## src/rtl/countdown_timer.sv

```systemverilog
// Two-digit BCD countdown timer driving the seven-segment display bus.
// Loads a BCD start value, decrements once per prescaled second, and supports pause and cancel.
module countdown_timer #(
  parameter int TICK_DIV = 100_000_000,
  parameter int CNT_W    = $clog2(TICK_DIV)
) (
  input  logic       clk,
  input  logic       reset,
  input  logic       start,
  input  logic       cancel,
  input  logic       pause,
  input  logic [7:0] load_bcd,
  output logic [8:0] seconds,
  output logic       busy,
  output logic       expired,
  output logic       load_err
);

  localparam logic [0:0] ST_IDLE = 1'b0;
  localparam logic [0:0] ST_RUN  = 1'b1;

  localparam logic [CNT_W-1:0] PRE_MAX = CNT_W'(TICK_DIV - 1);
  localparam logic [CNT_W-1:0] PRE_ONE = CNT_W'(1);

  logic [0:0]       state_reg, state_next;
  logic [CNT_W-1:0] pre_reg, pre_next;
  logic [8:0]       seconds_reg, seconds_next;
  logic             busy_reg, busy_next;
  logic             expired_reg, expired_next;
  logic             load_err_reg, load_err_next;

  logic             load_ok;
  logic             counting;
  logic             tick;
  logic [3:0]       tens, ones;

  assign load_ok  = (load_bcd[7:4] <= 4'd9) && (load_bcd[3:0] <= 4'd9) && (load_bcd != 8'h00);
  assign counting = (state_reg == ST_RUN) && !pause;
  assign tick     = counting && (pre_reg == PRE_MAX);
  assign tens     = seconds_reg[7:4];
  assign ones     = seconds_reg[3:0];

  always_comb begin
    state_next    = state_reg;
    pre_next      = pre_reg;
    seconds_next  = seconds_reg;
    expired_next  = 1'b0;
    load_err_next = 1'b0;

    if (cancel) begin
      state_next   = ST_IDLE;
      seconds_next = 9'h000;
      pre_next     = '0;
    end else if (start && load_ok) begin
      state_next   = ST_RUN;
      seconds_next = {1'b1, load_bcd};
      pre_next     = '0;
    end else begin
      // A rejected start only flags the error; the running count is left alone.
      load_err_next = start;
      if (tick) begin
        pre_next = '0;
        if (seconds_reg[7:0] == 8'h01) begin
          state_next   = ST_IDLE;
          seconds_next = 9'h000;
          expired_next = 1'b1;
        end else if (ones != 4'd0) begin
          seconds_next = {1'b1, tens, ones - 4'd1};
        end else begin
          seconds_next = {1'b1, tens - 4'd1, 4'd9};
        end
      end else if (counting) begin
        pre_next = pre_reg + PRE_ONE;
      end
    end

    busy_next = (state_next == ST_RUN);
  end

  always_ff @(posedge clk or negedge reset) begin
    if (!reset) begin
      state_reg    <= ST_IDLE;
      pre_reg      <= '0;
      seconds_reg  <= 9'h000;
      busy_reg     <= 1'b0;
      expired_reg  <= 1'b0;
      load_err_reg <= 1'b0;
    end else begin
      state_reg    <= state_next;
      pre_reg      <= pre_next;
      seconds_reg  <= seconds_next;
      busy_reg     <= busy_next;
      expired_reg  <= expired_next;
      load_err_reg <= load_err_next;
    end
  end

  assign seconds  = seconds_reg;
  assign busy     = busy_reg;
  assign expired  = expired_reg;
  assign load_err = load_err_reg;

endmodule
```

## config.mk

```make
export PLATFORM = sky130hd
export DESIGN_NAME = countdown_timer
export DESIGN_NICKNAME = d
export VERILOG_FILES = /design/src/rtl/countdown_timer.sv
export SDC_FILE = /design/constraint.sdc
export NUM_CORES = 1
export LEC_CHECK = 0
export CORE_MARGIN = 3
export CORE_UTILIZATION = 50
export CTS_CLUSTER_SIZE = 40
export DETAILED_ROUTE_END_ITERATION = 10
export DONT_BUFFER_PORTS = 1
export PLACE_DENSITY = 0.62
export SLEW_MARGIN = 20
export SYNTH_ARGS = -nofsm -noshare
export SYNTH_HDL_FRONTEND = slang
export SYNTH_SLANG_ARGS = --single-unit
export TNS_END_PERCENT = 100
```

## constraint.sdc

```tcl
create_clock -name clk -period 6 [get_ports clk]
set_clock_uncertainty 0.05 [all_clocks]
set_input_delay 1.2 -clock clk [delete_from_list [all_inputs] [get_ports clk]]
set_output_delay 1.2 -clock clk [all_outputs]
set_load 0.01 [all_outputs]
```

; ---- Word level (Yosys, flattened, before mapping)
; Cells that the tools add are included.
[word_totals]
reg_bits = 39
inputBits = 13
word_cells = 46
[classes]
addsub = 3
n_lt_le_gt_ge = 2
n_eq_ne = 3
n_mux = 19
reduce_logical = 13
[ops]
columns = cell, n
row1 = two-way mux 27 bit, 4
row2 = two-way mux 9 bit, 4
row3 = "adder 27 x 1 -> 27 bit, second input constant", 1
row4 = "equality test 27 bit, second input constant", 1
row5 = two-way mux 1 bit, 10
row6 = "equality test 8 x 1 -> 1 bit, second input constant", 1
row7 = "<= comparator 4 bit, second input constant", 2
row8 = two-way mux 8 bit, 1
row9 = nonzero test 4 bit, 2
row10 = nonzero test 8 bit, 1
row11 = "subtractor 4 x 1 -> 4 bit, second input constant", 2
row12 = nonzero test 3 bit, 2
row13 = logical AND 1 bit, 5
row14 = "!= test 4 bit, second input constant", 1
row15 = AND reduction 2 bit, 2
row16 = zero test 1 bit, 1

; ---- Logic depth before layout (Yosys ltp)
; Gate-level depths: netlist (run 1).
[depth]
depth_word = 6
depth_mapped = 8
ltp_nobuf = 7

; ---- Worst setup path after synthesis (run 1)
; OpenSTA, ideal clock, no wires.
[synth_path]
kind = input to register
start = input port load_bcd[4]
end = register seconds_reg[1] (netlist: seconds[1])
t_arrival_ns = 2.578
setup_slack_ns = 3.290
path_stages = 6
path_buffers = 1
path_cell_list = nor4_4 -> nand3_2 -> a31o_1 -> buf_6 -> or4_4 -> a22oi_2
[synth_via]
elab_chain_cells = 6
word_cells_on_any_way = 8
cone_classes = order compare (1) / mux (2) / reduce/logical (5)
[synth_rtl]
columns = element, line
row1 = "start, declared", 12  ; input logic [7:0] load_bcd,
row2 = <= comparator 4 bit, 37  ; assign load_ok = (load_bcd[7:4] <= 4'd9) && (load_bcd[3:0] <= 4'd9) && (load_bcd != 8'h00);
row3 = logical AND 1 bit, 37
row4 = logical AND 1 bit (*), 37
row5 = logical AND 1 bit (*), 54  ; end else if (start && load_ok) begin
row6 = two-way mux 9 bit, 54
row7 = two-way mux 9 bit, 50  ; if (cancel) begin
row8 = "end signal, assigned", 91  ; seconds_reg <= seconds_next;
row9 = "end, declared", 27  ; logic [8:0] seconds_reg, seconds_next;
; Mark *: on every way between the ends. The rest lies on a longest branch, timed or not.
; A chain may end at the register's enable or synchronous reset.

; ---- Final worst setup path (run 1)
[layout_path]
start = input port load_bcd[4]
end = register pre_reg[15]
[layout_via]
elab_chain_cells = 6
word_cells_on_any_way = 8
cone_classes = order compare (1) / mux (2) / reduce/logical (5)
[layout_rtl]
columns = element, line
row1 = <= comparator 4 bit, 37
row2 = logical AND 1 bit, 37
row3 = logical AND 1 bit (*), 37
row4 = logical AND 1 bit (*), 54
row5 = two-way mux 27 bit, 54
row6 = two-way mux 27 bit, 50
row7 = "end signal, assigned", 90  ; pre_reg <= pre_next;
row8 = "end, declared", 26  ; logic [CNT_W-1:0] pre_reg, pre_next;
; Marked as above.

==> flow_metrics.env, run 1 <==
export IMPL_status="completed"
export IMPL_antenna_cells=0
export IMPL_power_mw=0.587
export IMPL_ys_warn_count=0
export IMPL_post_cts_buffers=0
export IMPL_async_flop_share=1.00
export IMPL_seqPwrFrac=0.491
export IMPL_synth_top_cell_by_area="dfrtp_1"
export IMPL_start_kind="input pin"
export IMPL_synth_edf_count=0
export IMPL_maxCapViolations=0
export IMPL_ys_seq_area_frac=0.404
export IMPL_start_util=0.537
export IMPL_tightest_slew_ps=882
export IMPL_synth_fp_nets=290
export IMPL_clk_pin_slew_ps=80
export IMPL_fin_ws_ps=2970
export IMPL_whs_ps=496
export IMPL_preCtsSetupSlack_ps=2690
export IMPL_max_slew_margin=0.409
export IMPL_grt_first_pass_wirelength_mm=9.47
export IMPL_netlist_area_sq_mm=0.00242
export IMPL_dp_hpwl_mm=4.00
export IMPL_dieHeight_um=75.6
export IMPL_fin_cells=319
export IMPL_synth_top_area_frac=0.404
export IMPL_postCtsHoldBufs=0
export IMPL_combPwrFrac=0.136
export IMPL_grt_setup_unrepaired="false"
export IMPL_max_freq_mhz=330
export IMPL_vdd_drop_max_uv=110
export IMPL_design_area_sq_mm=0.00253
export IMPL_p_clk_frac=0.373
export IMPL_post_cts_resized=0
export IMPL_tns_ps=0
export IMPL_grt_overflow=0
export IMPL_switching_share=0.276
export IMPL_largest_register_ffs=27
export IMPL_cts_buffer_depth=2
export IMPL_endpoint_kind="register"
export IMPL_numPortBuffers=0
export IMPL_hold_class="reg -> reg"
export IMPL_viasPerCell=6.57
export IMPL_vias=2095
export IMPL_crit_type="in -> reg"
export IMPL_cts_sinks=39
export IMPL_cts_inserted_buffers=5
export IMPL_clk_latency_ps=290
export IMPL_cts_root_buf="clkbuf_8"
export IMPL_synthTopCellsByArea="dfrtp_1, a21oi_1, nand2_1"
export IMPL_synth_cells=272
export IMPL_worstPathMaxFanout=24
export IMPL_die_x_um=75.6
export IMPL_yosys_top_cells_count="dfrtp_1, nand2_1, a21oi_1"
export IMPL_areaGrowthSynthToFinish_pct=4.76
export IMPL_fillerInstances=429
export IMPL_die_area_sq_mm=0.00571
export IMPL_routabilityCongestion=0.886
export IMPL_post_synth_num_cell_types=55
export IMPL_drc=0
export IMPL_wl_per_cell_um=17.8
export IMPL_antenna_found_initial=0
export IMPL_syn_avg_cell_area_sq_um=8.89
export IMPL_p_leak_nw=0.967
export IMPL_p_per_area_mw_per_mm2=232
export IMPL_hold_viol=0
export IMPL_drv_slew=0
export IMPL_cts_max_level=2
export IMPL_grt_util_all_layers=0.217
export IMPL_drive_gt1_frac=0.0899
export IMPL_ys_flop_type="dfrtp_1"
export IMPL_multiInputGateArea_sq_mm=0.00135
export IMPL_first_pass_iters=4
export IMPL_setup_violations=0
export IMPL_postPlaceCellArea_sq_mm=0.00242
export IMPL_dp_cells=311
export IMPL_p_int_mw=0.425
export IMPL_critical_path_arrival_ps=3190
export IMPL_drtIter0Drc=251
export IMPL_drt_wl_total_mm=5.67
export IMPL_yosysMostFrequentCell="dfrtp_1"
export IMPL_regArea_sq_um=976
export IMPL_synth_seq_cells=39
export IMPL_period_share=0.505
export IMPL_critPathRequiredTime_ps=6160
export IMPL_io_pins=25
export IMPL_drtAntennaViolNets=0
export IMPL_min_period_ps=3030
export IMPL_grt_max_degree=40
export IMPL_switchingPower_mw=0.162
export IMPL_grt_pass1_vias=1830
export IMPL_layout_core_utilization=0.563
export IMPL_cts_tree="done"
export IMPL_final_net_count=284
export IMPL_row_count=24
export IMPL_core_area_sq_mm=0.00450
==> per-layer routing <==
metal,vias to the layer above,share of wire,global-route usage
met5,-,0,0
met4,0,0.0085,0.0466
met3,8,0.067,0.0541
met2,75,0.42,0.286
met1,990,0.51,0.351
li1,1022,-,-
==> cells in the final DEF, fill, tap and decap left out, drive strengths merged, types with 3 or more instances in the layout <==
cell,n
nor4,4
dfrtp,39
or4,10
inv,6
nor3,8
and2,4
or3,12
o211ai,3
nor2,13
clkbuf,5
nand4,9
and4,3
nand2,32
o31ai,7
ha,5
nand3,13
o21ai,18
xor2,4
a21oi,29
and3,9
==> kinds of logic (layout without fill, tap and decap cells) <==
kind of cell    Yosys count  in the layout  synth area share
simple gates            129            129             0.320
compound gates           71             71             0.182
flops                    39             39             0.404
buf+inv                  20             15            0.0383
fa+ha+maj                 5              5            0.0259
xor+xnor                  5              5            0.0181
mux                       3              3            0.0129
==> power by group through the flow <==
stage                     registers, mW  clock network [mW]  logic (mW)
after global routing              0.290               0.238      0.0892
after CTS                         0.288               0.228      0.0783
after global placement            0.293                   0      0.0786
after floorplan                   0.289                   0      0.0657
final                             0.288               0.219      0.0799
after detailed placement          0.293                   0      0.0782
==> worst max-delay path, stage by stage <==
cell and delay (ps):
nor4_4 270, nand3_2 160, a31oi_1 750, nand2_2 520
a21oi_1 270
==> cell type report <==
class	instances	share of cell area
Clock buffer	5	0.0272
Clock inverter	3	0.0173
Inverter	6	0.00889
Multi-Input combinational cell	213	0.533
Sequential cell	39	0.385
Tap cell	52	0.0257
Timing Repair Buffer	1	0.00296
==> final timing paths <==
path	start	to	slack, ps	cells after the start
min reg2reg	pre_reg[1]	pre_reg[1]	500	2
min	pre_reg[1]	pre_reg[1]	500	2
max	load_bcd[4]	pre_reg[15]	2970	5
max reg2reg	busy	pre_reg[15]	3700	5
min in group asynchronous	reset	expired	540	0
max in group asynchronous	reset	seconds[4]	5260	0
Note: power is estimated with default switching activity, not from simulation.
==> run 2: changes to the inputs <==
clock period = 2.9 ns   (was 6 ns; I/O delays follow)
==> flow_metrics.env, run 2 (synthesis gave the netlist of run 1 again) <==
export IMPL_post_cts_buffers=0
export IMPL_io_pins=25
export IMPL_reg2reg_from="pre_reg[9]"
export IMPL_largest_register_ffs=27
export IMPL_hold_class="in -> async"
export IMPL_post_cts_resized=0
export IMPL_worst_path_buf_inv=0
export IMPL_drt_wl_total_mm=5.75
export IMPL_cpMaxStageDelayCell="or3_1"
export IMPL_rr_worst_depth=5
export IMPL_final_cell_mix="dfrtp_1, nand2_1, a21oi_1"
export IMPL_row_count=24
export IMPL_layout_core_utilization=0.568
export IMPL_vdd_drop_max_uv=281
export IMPL_ff2ff_setup_slack_ps=610
export IMPL_grt_max_degree=40
export IMPL_dp_hpwl_mm=4.14
export IMPL_clk_latency_ps=280
export IMPL_worstPathMaxFanout=24
export IMPL_cp_top_family="simple AND/OR/NAND/NOR gates"
export IMPL_start_kind="register"
export IMPL_cts_tree="done"
export IMPL_grt_util_all_layers=0.226
export IMPL_drv_slew=0
export IMPL_grt_overflow=0
export IMPL_numPortBuffers=0
export IMPL_cts_buffer_depth=2
export IMPL_grt_setup_unrepaired="false"
export IMPL_grt_first_pass_wirelength_mm=9.78
export IMPL_max_slew_margin=0.549
export IMPL_crit_type="reg -> reg"
export IMPL_hold_viol=0
export IMPL_cts_inserted_buffers=5
export IMPL_tns_ps=0
export IMPL_crit_path_cell_trace="nor4bb_1, nand4_1, or3_1, nand2_2, a21oi_1"
export IMPL_setup_violations=0
export IMPL_cts_max_level=2
export IMPL_regArea_sq_um=976
export IMPL_max_freq_mhz=437
export IMPL_critical_path_arrival_ps=2380
export IMPL_dieHeight_um=75.6
export IMPL_multiInputGateArea_sq_mm=0.00135
export IMPL_start_util=0.537
export IMPL_final_common_cell="dfrtp_1"
export IMPL_first_pass_iters=4
export IMPL_grt_pass1_vias=1960
export IMPL_critPathRequiredTime_ps=2990
export IMPL_maxCapViolations=0
export IMPL_critical_path_startpoint="pre_reg[9]"
export IMPL_tightest_slew_ps=671
export IMPL_drive_gt1_frac=0.0963
export IMPL_min_period_ps=2290
export IMPL_clk_pin_slew_ps=70
export IMPL_wl_per_cell_um=17.8
export IMPL_fin_ws_ps=614
export IMPL_vias=2108
export IMPL_core_area_sq_mm=0.00450
export IMPL_p_per_area_mw_per_mm2=458
export IMPL_period_share=0.788
export IMPL_die_x_um=75.6
export IMPL_areaGrowthSynthToFinish_pct=5.69
export IMPL_fillerInstances=417
export IMPL_drtAntennaViolNets=0
export IMPL_cts_sinks=39
export IMPL_routabilityCongestion=0.895
export IMPL_endpoint_kind="register"
export IMPL_r2r_end="seconds[0]"
export IMPL_status="completed"
export IMPL_p_leak_nw=0.980
export IMPL_preCtsSetupSlack_ps=495
export IMPL_antenna_found_initial=0
export IMPL_cts_root_buf="clkbuf_8"
export IMPL_viasPerCell=6.55
export IMPL_drc=0
export IMPL_drtIter0Drc=170
export IMPL_final_net_count=287
export IMPL_crit_path_max_incr_delay_ps=510
export IMPL_antenna_cells=0
export IMPL_die_area_sq_mm=0.00571
export IMPL_whs_ps=74.3
## run 2: final cells by class
| type | instances | share of cell area |
|---|---|---|
| tap | 52 | 0.0255 |
| sequential | 39 | 0.382 |
| multi-input combinational | 213 | 0.528 |
| timing repair buffer | 4 | 0.0166 |
| inverter | 6 | 0.00881 |
| clock buffer | 8 | 0.0392 |
## run 2: how the worst max path moves through the flow
stage | end | slack [ps] | cells past startpoint
2_1_floorplan | seconds[1] | 810 | 6
3_3_place_gp | seconds[6] | 600 | 5
3_5_place_dp | pre_reg[15] | 500 | 6
4_1_cts | seconds[0] | 590 | 5
5_1_grt | seconds[3] | 410 | 5
6_report | seconds[0] | 610 | 5
## run 2: timing repair
action	4_1_cts	5_1_grt
setup endpoints to repair	0	0
hold buffers	1	0
endpoints found under the hold margin	39	0
## run 2: metrics by stage
| step | total power, mW | std cells | area (sq um) |
|---|---|---|---|
| 2_1_floorplan | 0.734 | 272 | 2420 |
| 3_3_place_gp | 0.772 | 313 | 2440 |
| 3_5_place_dp | 0.771 | 313 | 2440 |
| 4_1_cts | 1.18 | 322 | 2560 |
| 5_1_grt | 1.24 | 322 | 2560 |
| 6_report | 1.17 | 322 | 2560 |
## run 2: report_power, final
part | leakage [nW] | switching [mW] | internal, mW
Sequential | 0.534 | 0.0330 | 0.561
Clock | 0.0515 | 0.180 | 0.217
Combinational | 0.394 | 0.113 | 0.0668
Total | 0.980 | 0.326 | 0.845
## run 2: metal layers
layer,routed length (um),GRT usage
met1,2830,0.336
met2,2460,0.328
met5,0,0
met4,40,0.0602
met3,421,0.0528
==> run 3: changes to the inputs <==
PLACE_DENSITY = 0.65   (was 0.62)
clock period = 1.9 ns   (was 2.9 ns; I/O delays follow)
==> flow_metrics.env, run 3 (synthesis gave the netlist of run 1 again) <==
export IMPL_status="finished with violations"
export IMPL_failed_checks="setup timing"
export IMPL_switching_share=0.300
export IMPL_grt_setup_unrepaired="true"
export IMPL_die_x_um=75.6
export IMPL_drtAntennaViolNets=0
export IMPL_dieHeight_um=75.6
export IMPL_seqPwrFrac=0.468
export IMPL_wl_per_cell_um=18.5
export IMPL_antenna_cells=0
export IMPL_clk_pin_slew_ps=80
export IMPL_die_area_sq_mm=0.00571
export IMPL_drv_slew=0
export IMPL_antenna_found_initial=0
export IMPL_crit_type="reg -> reg"
export IMPL_areaGrowthSynthToFinish_pct=37.0
export IMPL_viasPerCell=6.24
export IMPL_core_area_sq_mm=0.00450
export IMPL_switchingPower_mw=0.563
export IMPL_fillerInstances=348
export IMPL_tightest_slew_ps=295
export IMPL_power_mw=1.88
export IMPL_p_leak_nw=1.40
export IMPL_reg2reg_from="pre_reg[0]"
export IMPL_critical_path_arrival_ps=2070
export IMPL_grt_pass1_vias=2332
export IMPL_min_period_ps=1950
export IMPL_fin_ws_ps=-53.1
export IMPL_p_int_mw=1.31
export IMPL_hold_viol=0
export IMPL_cts_sinks=39
export IMPL_final_net_count=361
export IMPL_cts_buffer_depth=2
export IMPL_fin_cells=394
export IMPL_tns_ps=-227
export IMPL_wl_met3_um=342
export IMPL_dp_hpwl_mm=4.85
export IMPL_grt_util_all_layers=0.260
export IMPL_critPathRequiredTime_ps=2020
export IMPL_drive_gt1_frac=0.365
export IMPL_endpoint_kind="register"
export IMPL_grt_max_degree=40
export IMPL_p_clk_frac=0.286
export IMPL_start_util=0.537
export IMPL_drtIter0Drc=138
export IMPL_hold_depth=1
export IMPL_cts_root_buf="clkbuf_8"
export IMPL_final_cell_mix="buf_4, dfrtp_1, nand2_1"
export IMPL_min_delay_start="cancel"
export IMPL_cts_max_level=2
export IMPL_combPwrFrac=0.246
export IMPL_rr_worst_depth=6
export IMPL_drc=0
export IMPL_hold_end="busy"
export IMPL_max_slew_margin=0.802
export IMPL_start_kind="register"
export IMPL_max_freq_mhz=512
export IMPL_period_share=1.03
export IMPL_clk_latency_ps=290
export IMPL_numPortBuffers=0
export IMPL_largest_register_ffs=27
export IMPL_first_pass_iters=4
export IMPL_wl_met2_mm=3.50
export IMPL_dp_cells=376
export IMPL_critical_path_startpoint="pre_reg[0]"
export IMPL_cts_inserted_buffers=5
export IMPL_ff2ff_setup_slack_ps=-50
export IMPL_row_count=24
export IMPL_grt_overflow=0
export IMPL_io_pins=25
export IMPL_whs_ps=98.6
export IMPL_drt_wl_total_mm=7.30
export IMPL_maxCapViolations=0
export IMPL_final_common_cell="buf_4"
export IMPL_r2r_end="seconds[5]"
export IMPL_setup_violations=18
export IMPL_grt_first_pass_wirelength_mm=11.2
export IMPL_dr_max_layer_used="met4"
export IMPL_worstPathMaxFanout=4
export IMPL_wl_met1_mm=3.35
export IMPL_cts_tree="done"
export IMPL_hold_class="in -> reg"
export IMPL_routabilityCongestion=0.936
export IMPL_vdd_drop_max_uv=381
export IMPL_vias=2460
export IMPL_p_per_area_mw_per_mm2=566
[run 3: cell types whose count changed in the layout (fill, tap and decap cells not counted), moves of 3 or more]
cell,delta
buf_6,+3
buf_4,+67
o21ai_0,-3
and3_1,-4
[run 3: final cells by class]
| cell class | count | area, sq um | share of cell area |
|---|---|---|---|
| timing repair buffer | 78 | 659 | 0.199 |
| multi-input combinational | 213 | 1520 | 0.458 |
| sequential | 39 | 976 | 0.295 |
| tap | 52 | 65.1 | 0.0196 |
| clock buffer | 6 | 72.6 | 0.0219 |
| inverter | 6 | 22.5 | 0.00680 |
[run 3: routing by layer]
metal,vias to the layer above,global-route usage
met3,9,0.0488
met5,-,0
met4,0,0.0757
met1,1215,0.382
li1,1175,-
met2,61,0.392
[run 3: critical path, stage by stage (launching register included)]
cell	delay [ps]
dfrtp_1	400
ha_2	210
and3_4	190
nand2_2	60
or3_4	430
o21ai_4	180
mux2_4	320
[run 3: per-stage QoR]
step | utilization | setup WS [ps] | cell area (sq um)
floorplan | - | -40.1 | 2460
global placement | 0.655 | -177 | 2950
detailed placement | 0.655 | -156 | 2950
CTS | 0.696 | -46.5 | 3140
global route | 0.736 | -160 | 3310
finish | 0.736 | -53.1 | 3310
[run 3: power by group through the flow]
| stage | clock network, mW | logic, mW | registers, mW |
|---|---|---|---|
| 5_1_grt | 0.568 | 0.504 | 0.882 |
| 6_report | 0.536 | 0.462 | 0.878 |
| 3_3_place_gp | 0 | 0.378 | 0.894 |
| 4_1_cts | 0.532 | 0.417 | 0.878 |
| 2_1_floorplan | 0 | 0.215 | 0.913 |
| 3_5_place_dp | 0 | 0.382 | 0.895 |
[run 3: worst max path at each step]
stage,end,slack [ps],cells after the start
after floorplan,seconds[5],-40,7
after global placement,seconds[5],-180,5
after detailed placement,seconds[5],-160,5
after CTS,seconds[5],-50,6
after global routing,seconds[6],-160,6
final,seconds[5],-50,6
[run 3: what timing repair did]
item,in CTS,in global routing
hold endpoints to repair,39,0
hold buffers,2,0
cloned,0,3
resized for setup,12,22
setup buffers,4,4
endpoints found under the setup margin,29,32
pin swaps,10,15
